**src/rtl/minmax_pkg.sv**
```systemverilog
// Shared types and sizing helpers for the min/max sort engine.
package minmax_pkg;

    typedef enum logic [1:0] {
        LOAD  = 2'd0,
        SORT  = 2'd1,
        DRAIN = 2'd2
    } state_e;

    // Width of the swap counter: enough to hold every possible exchange of a batch.
    function automatic int calc_scw(input int depth);
        return $clog2((depth * (depth - 1)) / 2 + 1);
    endfunction

    // Compare-exchange cycles in an even phase: pairs (0,1), (2,3), ...
    function automatic int even_cycles(input int depth);
        return depth / 2;
    endfunction

    // Compare-exchange cycles in an odd phase: pairs (1,2), (3,4), ...
    function automatic int odd_cycles(input int depth);
        return (depth - 1) / 2;
    endfunction

    // Total SORT length: DEPTH phases, alternating even/odd, starting even.
    function automatic int sort_cycles(input int depth);
        return ((depth + 1) / 2) * even_cycles(depth) + (depth / 2) * odd_cycles(depth);
    endfunction

    // Bits needed to count 0..n-1, never less than one.
    function automatic int width_for(input int n);
        return (n > 1) ? $clog2(n) : 1;
    endfunction

endpackage

```
**src/rtl/minmax_cx.sv**
```systemverilog
// Combinational signed compare-exchange: larger value on Hi, ties keep A on Hi.
module minmax_cx #(
    parameter int DATA_WIDTH = 8
) (
    input  logic signed [DATA_WIDTH-1:0] A,
    input  logic signed [DATA_WIDTH-1:0] B,
    output logic signed [DATA_WIDTH-1:0] Hi,
    output logic signed [DATA_WIDTH-1:0] Lo,
    output logic                         Swapped
);

    // Order the pair; strict compare so equal words are never exchanged.
    always_comb begin
        Swapped = (A < B);
        if (Swapped) begin
            Hi = B;
            Lo = A;
        end else begin
            Hi = A;
            Lo = B;
        end
    end

endmodule

```
**src/rtl/minmax_sort_engine.sv**
```systemverilog
// Batch sorter: loads DEPTH signed words, sorts them descending with one
// shared compare-exchange by odd-even transposition, then streams them out.
module minmax_sort_engine
    import minmax_pkg::*;
#(
    parameter  int DATA_WIDTH = 8,
    parameter  int DEPTH      = 8,
    localparam int SCW        = calc_scw(DEPTH)
) (
    input  logic                         Clk,
    input  logic                         nRst,
    input  logic                         InValid,
    output logic                         InReady,
    input  logic signed [DATA_WIDTH-1:0] InData,
    output logic                         OutValid,
    input  logic                         OutReady,
    output logic signed [DATA_WIDTH-1:0] OutData,
    output logic                         OutLast,
    input  logic                         Abort,
    output logic                         Busy,
    output logic [SCW-1:0]               SwapCount
);

    localparam int E_CYC = even_cycles(DEPTH);
    localparam int O_CYC = odd_cycles(DEPTH);
    localparam int S_CYC = sort_cycles(DEPTH);
    localparam int IW    = width_for(DEPTH);
    localparam int PHW   = width_for(DEPTH);
    localparam int PRW   = width_for(E_CYC);
    localparam int CW    = width_for(S_CYC);

    localparam logic [IW-1:0]  LAST_IDX  = IW'(DEPTH - 1);
    localparam logic [CW-1:0]  LAST_CYC  = CW'(S_CYC - 1);
    localparam logic [PRW-1:0] EVEN_LAST = PRW'(E_CYC - 1);
    // DEPTH=2 has no odd pairs; the sort ends before an odd phase is reached.
    localparam logic [PRW-1:0] ODD_LAST  = PRW'((O_CYC > 0) ? (O_CYC - 1) : 0);

    // Architectural state
    state_e                        r_state;
    logic signed [DATA_WIDTH-1:0]  r_buf [DEPTH];
    logic [IW-1:0]                 r_wr;
    logic [IW-1:0]                 r_rd;
    logic [PHW-1:0]                r_phase;
    logic [PRW-1:0]                r_pair;
    logic [CW-1:0]                 r_cyc;
    logic [SCW-1:0]                r_acc;
    logic [SCW-1:0]                r_swap_cnt;

    // Registered outputs
    logic                          r_in_ready;
    logic                          r_out_valid;
    logic                          r_out_last;
    logic signed [DATA_WIDTH-1:0]  r_out_data;
    logic                          r_busy;

    // Next-state values
    state_e                        w_state_next;
    logic signed [DATA_WIDTH-1:0]  w_buf_next [DEPTH];
    logic [IW-1:0]                 w_wr_next;
    logic [IW-1:0]                 w_rd_next;
    logic [PHW-1:0]                w_phase_next;
    logic [PRW-1:0]                w_pair_next;
    logic [CW-1:0]                 w_cyc_next;
    logic [SCW-1:0]                w_acc_next;
    logic [SCW-1:0]                w_swap_cnt_next;

    // Compare-exchange datapath
    logic [IW-1:0]                 w_lo_idx;
    logic [IW-1:0]                 w_hi_idx;
    logic signed [DATA_WIDTH-1:0]  w_cx_a;
    logic signed [DATA_WIDTH-1:0]  w_cx_b;
    logic signed [DATA_WIDTH-1:0]  w_cx_hi;
    logic signed [DATA_WIDTH-1:0]  w_cx_lo;
    logic                          w_cx_swapped;

    // Pair (i, i+1): i = 2*pair on even phases, 2*pair+1 on odd phases.
    assign w_lo_idx = IW'({r_pair, r_phase[0]});
    assign w_hi_idx = w_lo_idx + IW'(1);
    assign w_cx_a   = r_buf[w_lo_idx];
    assign w_cx_b   = r_buf[w_hi_idx];

    minmax_cx #(
        .DATA_WIDTH (DATA_WIDTH)
    ) u_cx (
        .A       (w_cx_a),
        .B       (w_cx_b),
        .Hi      (w_cx_hi),
        .Lo      (w_cx_lo),
        .Swapped (w_cx_swapped)
    );

    // Next-state logic: load, one exchange per SORT cycle, drain; Abort wins over all.
    always_comb begin
        w_state_next    = r_state;
        w_buf_next      = r_buf;
        w_wr_next       = r_wr;
        w_rd_next       = r_rd;
        w_phase_next    = r_phase;
        w_pair_next     = r_pair;
        w_cyc_next      = r_cyc;
        w_acc_next      = r_acc;
        w_swap_cnt_next = r_swap_cnt;

        if (Abort) begin
            w_state_next    = LOAD;
            w_wr_next       = '0;
            w_rd_next       = '0;
            w_phase_next    = '0;
            w_pair_next     = '0;
            w_cyc_next      = '0;
            w_acc_next      = '0;
            w_swap_cnt_next = '0;
        end else begin
            case (r_state)
                LOAD: begin
                    if (InValid) begin
                        w_buf_next[r_wr] = InData;
                        if (r_wr == LAST_IDX) begin
                            w_state_next = SORT;
                            w_wr_next    = '0;
                            w_phase_next = '0;
                            w_pair_next  = '0;
                            w_cyc_next   = '0;
                            w_acc_next   = '0;
                        end else begin
                            w_wr_next = r_wr + IW'(1);
                        end
                    end else begin
                        w_wr_next = r_wr;
                    end
                end
                SORT: begin
                    w_buf_next[w_lo_idx] = w_cx_hi;
                    w_buf_next[w_hi_idx] = w_cx_lo;
                    w_acc_next           = r_acc + SCW'(w_cx_swapped);
                    if (r_cyc == LAST_CYC) begin
                        // Length is fixed, so the last cycle is known without data inspection.
                        w_state_next    = DRAIN;
                        w_swap_cnt_next = w_acc_next;
                        w_rd_next       = '0;
                        w_cyc_next      = '0;
                        w_phase_next    = '0;
                        w_pair_next     = '0;
                    end else begin
                        w_cyc_next = r_cyc + CW'(1);
                        if (r_pair == (r_phase[0] ? ODD_LAST : EVEN_LAST)) begin
                            w_pair_next  = '0;
                            w_phase_next = r_phase + PHW'(1);
                        end else begin
                            w_pair_next = r_pair + PRW'(1);
                        end
                    end
                end
                DRAIN: begin
                    if (OutReady) begin
                        if (r_rd == LAST_IDX) begin
                            w_rd_next    = '0;
                            w_state_next = LOAD;
                        end else begin
                            w_rd_next = r_rd + IW'(1);
                        end
                    end else begin
                        w_rd_next = r_rd;
                    end
                end
                default: begin
                    w_state_next = LOAD;
                    w_wr_next    = '0;
                    w_rd_next    = '0;
                end
            endcase
        end
    end

    // State, buffer and counter registers.
    always_ff @(posedge Clk or negedge nRst) begin
        if (!nRst) begin
            r_state    <= LOAD;
            r_buf      <= '{default: '0};
            r_wr       <= '0;
            r_rd       <= '0;
            r_phase    <= '0;
            r_pair     <= '0;
            r_cyc      <= '0;
            r_acc      <= '0;
            r_swap_cnt <= '0;
        end else begin
            r_state    <= w_state_next;
            r_buf      <= w_buf_next;
            r_wr       <= w_wr_next;
            r_rd       <= w_rd_next;
            r_phase    <= w_phase_next;
            r_pair     <= w_pair_next;
            r_cyc      <= w_cyc_next;
            r_acc      <= w_acc_next;
            r_swap_cnt <= w_swap_cnt_next;
        end
    end

    // Output flops track the next state so they line up with the state register.
    always_ff @(posedge Clk or negedge nRst) begin
        if (!nRst) begin
            r_in_ready  <= 1'b1;
            r_out_valid <= 1'b0;
            r_out_last  <= 1'b0;
            r_out_data  <= '0;
            r_busy      <= 1'b0;
        end else begin
            r_in_ready  <= (w_state_next == LOAD);
            r_out_valid <= (w_state_next == DRAIN);
            r_busy      <= (w_state_next == SORT);
            if (w_state_next == DRAIN) begin
                r_out_data <= w_buf_next[w_rd_next];
                r_out_last <= (w_rd_next == LAST_IDX);
            end else begin
                r_out_data <= '0;
                r_out_last <= 1'b0;
            end
        end
    end

    assign InReady   = r_in_ready;
    assign OutValid  = r_out_valid;
    assign OutLast   = r_out_last;
    assign OutData   = r_out_data;
    assign Busy      = r_busy;
    assign SwapCount = r_swap_cnt;

endmodule

```
**config.mk**
```make
export PLATFORM = sky130hd
export DESIGN_NAME = minmax_sort_engine
export DESIGN_NICKNAME = d
export VERILOG_FILES = /design/src/rtl/minmax_pkg.sv /design/src/rtl/minmax_cx.sv /design/src/rtl/minmax_sort_engine.sv
export SDC_FILE = /design/constraint.sdc
export NUM_CORES = 1
export LEC_CHECK = 0
export BUFFER_PORTS_ARGS = -buffer_cell sky130_fd_sc_hd__buf_2
export CORE_ASPECT_RATIO = 0.75
export CORE_MARGIN = 3
export CORE_UTILIZATION = 30
export CTS_CLUSTER_DIAMETER = 40
export DETAILED_ROUTE_END_ITERATION = 10
export PLACE_DENSITY = 0.46
export SKIP_LAST_GASP = 1
export SLEW_MARGIN = 20
export SYNTH_ARGS = -nofsm -noshare
export SYNTH_HDL_FRONTEND = slang
export SYNTH_SLANG_ARGS = --single-unit
export TNS_END_PERCENT = 5
```
**constraint.sdc**
```tcl
create_clock -name Clk -period 8 [get_ports Clk]
set_clock_uncertainty 0.1 [all_clocks]
set_input_delay 1.2 -clock Clk [delete_from_list [all_inputs] [get_ports Clk]]
set_output_delay 1.2 -clock Clk [all_outputs]
set_load 0.1 [all_outputs]
```
==> reports/metrics.csv <==
metric;value;unit
status;complete, no violations;
fin crit period;6280;ps
first-pass GRT wire length;61.2;mm
Top FF cell, synth;dfrtp_1;
total congestion overflow;0;
count leader, synth;nand2_1;
WP data required;8200;ps
Syn Nets;1058;
wire length per cell;29.7;um
worst r2r src;r_pair[0];
mapped cell area;0.00859;sq mm
RSZ-0062 raised after global routing;false;
Netlist cell types;87;
clk sinks;102;
final hold vios;0;
Async SR Flop Fraction;100;%
die area;0.0307;sq mm
Internal;975;uW
all-layer global routing usage;27.0;%
HP Start;SwapCount[2];
hold_ws;412;ps
CP arrival;6470;ps
CTS hold repair buffers;0;
Final Util;34.7;%
via count;9328;
Avg Cell Area, Syn;8.41;sq um
share of Yosys cell area claimed by the top area cell type;29.4;%
starting density of the core;31.1;%
Root Driver;clkbuf_16;
area of the core;0.0276;sq mm
PostCTS Resize Cnt;0;
count of pins over their slew limit;0;
Setup crit start kind;flop;
Reg clk slew, reported paths;70;ps
Crit Path Category;reg2reg;
HPWL Detailed;29.5;mm
Least-Margin Pin Slew;1090;ps
setup tns final;0;ps
GR Layer Usage met1;40.5;%
vias in the first global route;8567;
Worst path slowest cell;nor3_4;
Die X;201;um
Ports;30;
CTS tree;done;
CP cell instances;buf_4 -> ha_1 -> xor2_4 -> buf_4 -> mux4_2 -> mux2i_1 -> ha_1 -> nor2_1 -> nor2_1 -> a21oi_1 -> nor3_4 -> buf_4 -> mux2i_1 -> nand2_1 -> a221oi_1 -> o221ai_1 -> a31o_2 -> a21oi_1;
Worst Setup SP;r_pair[0];
combinational share of power;33.2;%
Area Growth Syn to Fin;11.5;%
Clk pwr share;29.7;%
share of layout cells above drive strength 1;14.0;%
Syn Inst Count;1022;
dpl cell area;0.00928;sq mm
Antenna Nets Post-Route;0;
DRT Pass-1 Iters;6;
Final GP Congestion;1.00;
area leader, netlist;dfrtp_1;
Net Sw Frac;38.4;%
Lkg Pwr;4.02;nW
Setup Buffers After CTS;0;
largest net degree at the start of global routing;68;
Syn. warnings;0;
Setup crit end kind;flop;
H-tree levels;3;
Cell Rows;52;
R2R cell count;18;
GRT Max-Usage Layer;met1;
met2 GRT Util;34.3;%
IO Port Bufs;29;
Max Fclk;0.159;GHz
Crit Path Max Fanout;26;
vias per inst;6.56;
worst vdd ir;0.0000901;V
Post-synth EDFFs;0;
Initial DRC Count;1511;
CTS buffer count;9;
Nets;1075;
Worst path most repeated cell;buf_4;
Power per Cell Area;165;mW/mm^2
pre-CTS worst setup slack;1920;ps
Residual DRC;0;
Area contributors post-synth;dfrtp_1 (29%), mux4_2 (6.8%), nand2_1 (6.1%), o21ai_0 (5.7%), mux2i_1 (4.2%);
Hold Crit Class;reg2reg;
Die Ht;153;um
CTS Buffer Depth;2;
CP endpoint;OutData[5];
r2r endpoint;OutData[5];
R2R Setup Slk;1720;ps
initial antenna violation count;2;
relative slew slack;26.9;%
most frequent cells after synthesis;nand2_1 (139), dfrtp_1 (101), o21ai_0 (97), nor2_1 (78), a21oi_1 (64);
Final setup viols;0;
worst setup margin;1720;ps
Worst-Skew Late Latency;380;ps
grt met3 use;10.4;%
Seq/Total Area, Yosys;29.7;%
FF+latch count, synth;102;
final wirelength;42.3;mm
final period utilization;78.5;%
delay of the slowest cell on the worst path;680;ps
fin area;0.00958;sq mm
Flop pwr share;37.1;%
Max-Cap Viols;0;
Net Sw Power;609;uW
==> layer usage <==
layer / share of wire, % / routed length [um]
met1: 45 / 19000
met2: 37 / 15700
met3: 14 / 5870
met4: 4.1 / 1750
met5: 0 / 0
==> worst max-delay path, delay by kind of cell (launching register included) <==
family          cells  cell delay [ps]
xor+xnor            1              150
flops               1              320
buf+inv             3             1060
simple gates        4             1100
fa+ha+maj           2              660
compound gates      5             1190
mux                 3             1600
==> stage by stage <==
step,std cells,power (mW)
after floorplan,1022,0.934
after global placement,1406,1.11
after detailed placement,1406,1.10
after CTS,1422,1.57
after global routing,1422,1.65
final,1423,1.58
==> cell usage in the layout, fill, tap and decap left out, types with 15 or more instances in the layout <==
cell	count
nand2b_1	15
nand3_1	33
a21oi_1	64
o21ai_0	97
inv_1	22
o221ai_1	16
buf_4	45
nor3_1	20
a21o_1	16
mux4_2	26
a32oi_1	17
buf_2	28
a22oi_1	31
nor2_1	77
nand2_1	139
ha_1	23
dfrtp_1	100
mux2i_1	36
==> cell type report <==
class	count	area [sq um]
Antenna cell	1	2.50
Clock buffer	13	250
Clock inverter	3	43.8
Fill cell	2914	18000
Inverter	25	93.8
Multi-Input combinational cell	828	5680
Sequential cell	102	2550
Tap cell	378	473
Timing Repair Buffer	73	478
==> cell families (layout without fill, tap and decap cells) <==
family | Yosys count | in the layout | synth area share (%)
other | 0 | 1 | 0
XOR/XNOR | 5 | 5 | 0.728
adder cells (fa/ha/maj) | 23 | 23 | 3.35
flip-flops | 102 | 102 | 29.7
AND/OR/NAND/NOR | 354 | 354 | 19.2
AO/OA/AOI/OAI | 373 | 373 | 30.0
multiplexers | 73 | 73 | 12.7
buffers and inverters | 92 | 114 | 4.35
==> sequential cells by signal, indices dropped and copies added, names as in the netlist, 2 cells and up <==
name       cells
r_wr           3
r_buf         64
r_rd           3
r_cyc          5
r_state        2
SwapCount      5
OutData        8
r_pair         2
r_acc          5
==> power groups by stage <==
| stage | combinational, mW | clock (mW) | sequential (mW) |
|---|---|---|---|
| after CTS | 0.510 | 0.478 | 0.585 |
| after detailed placement | 0.508 | 0 | 0.595 |
| after global routing | 0.561 | 0.499 | 0.591 |
| final | 0.526 | 0.471 | 0.588 |
| after global placement | 0.512 | 0 | 0.597 |
| after floorplan | 0.358 | 0 | 0.576 |
==> worst min-delay path by stage <==
stage                         endpoint  cells past startpoint
final                     SwapCount[2]                      2
after detailed placement  SwapCount[2]                      2
after CTS                 SwapCount[2]                      2
after global routing      SwapCount[4]                      2
after global placement        r_cyc[1]                      2
after floorplan               r_cyc[1]                      2
No activity file was read; power rests on OpenSTA's default activity.
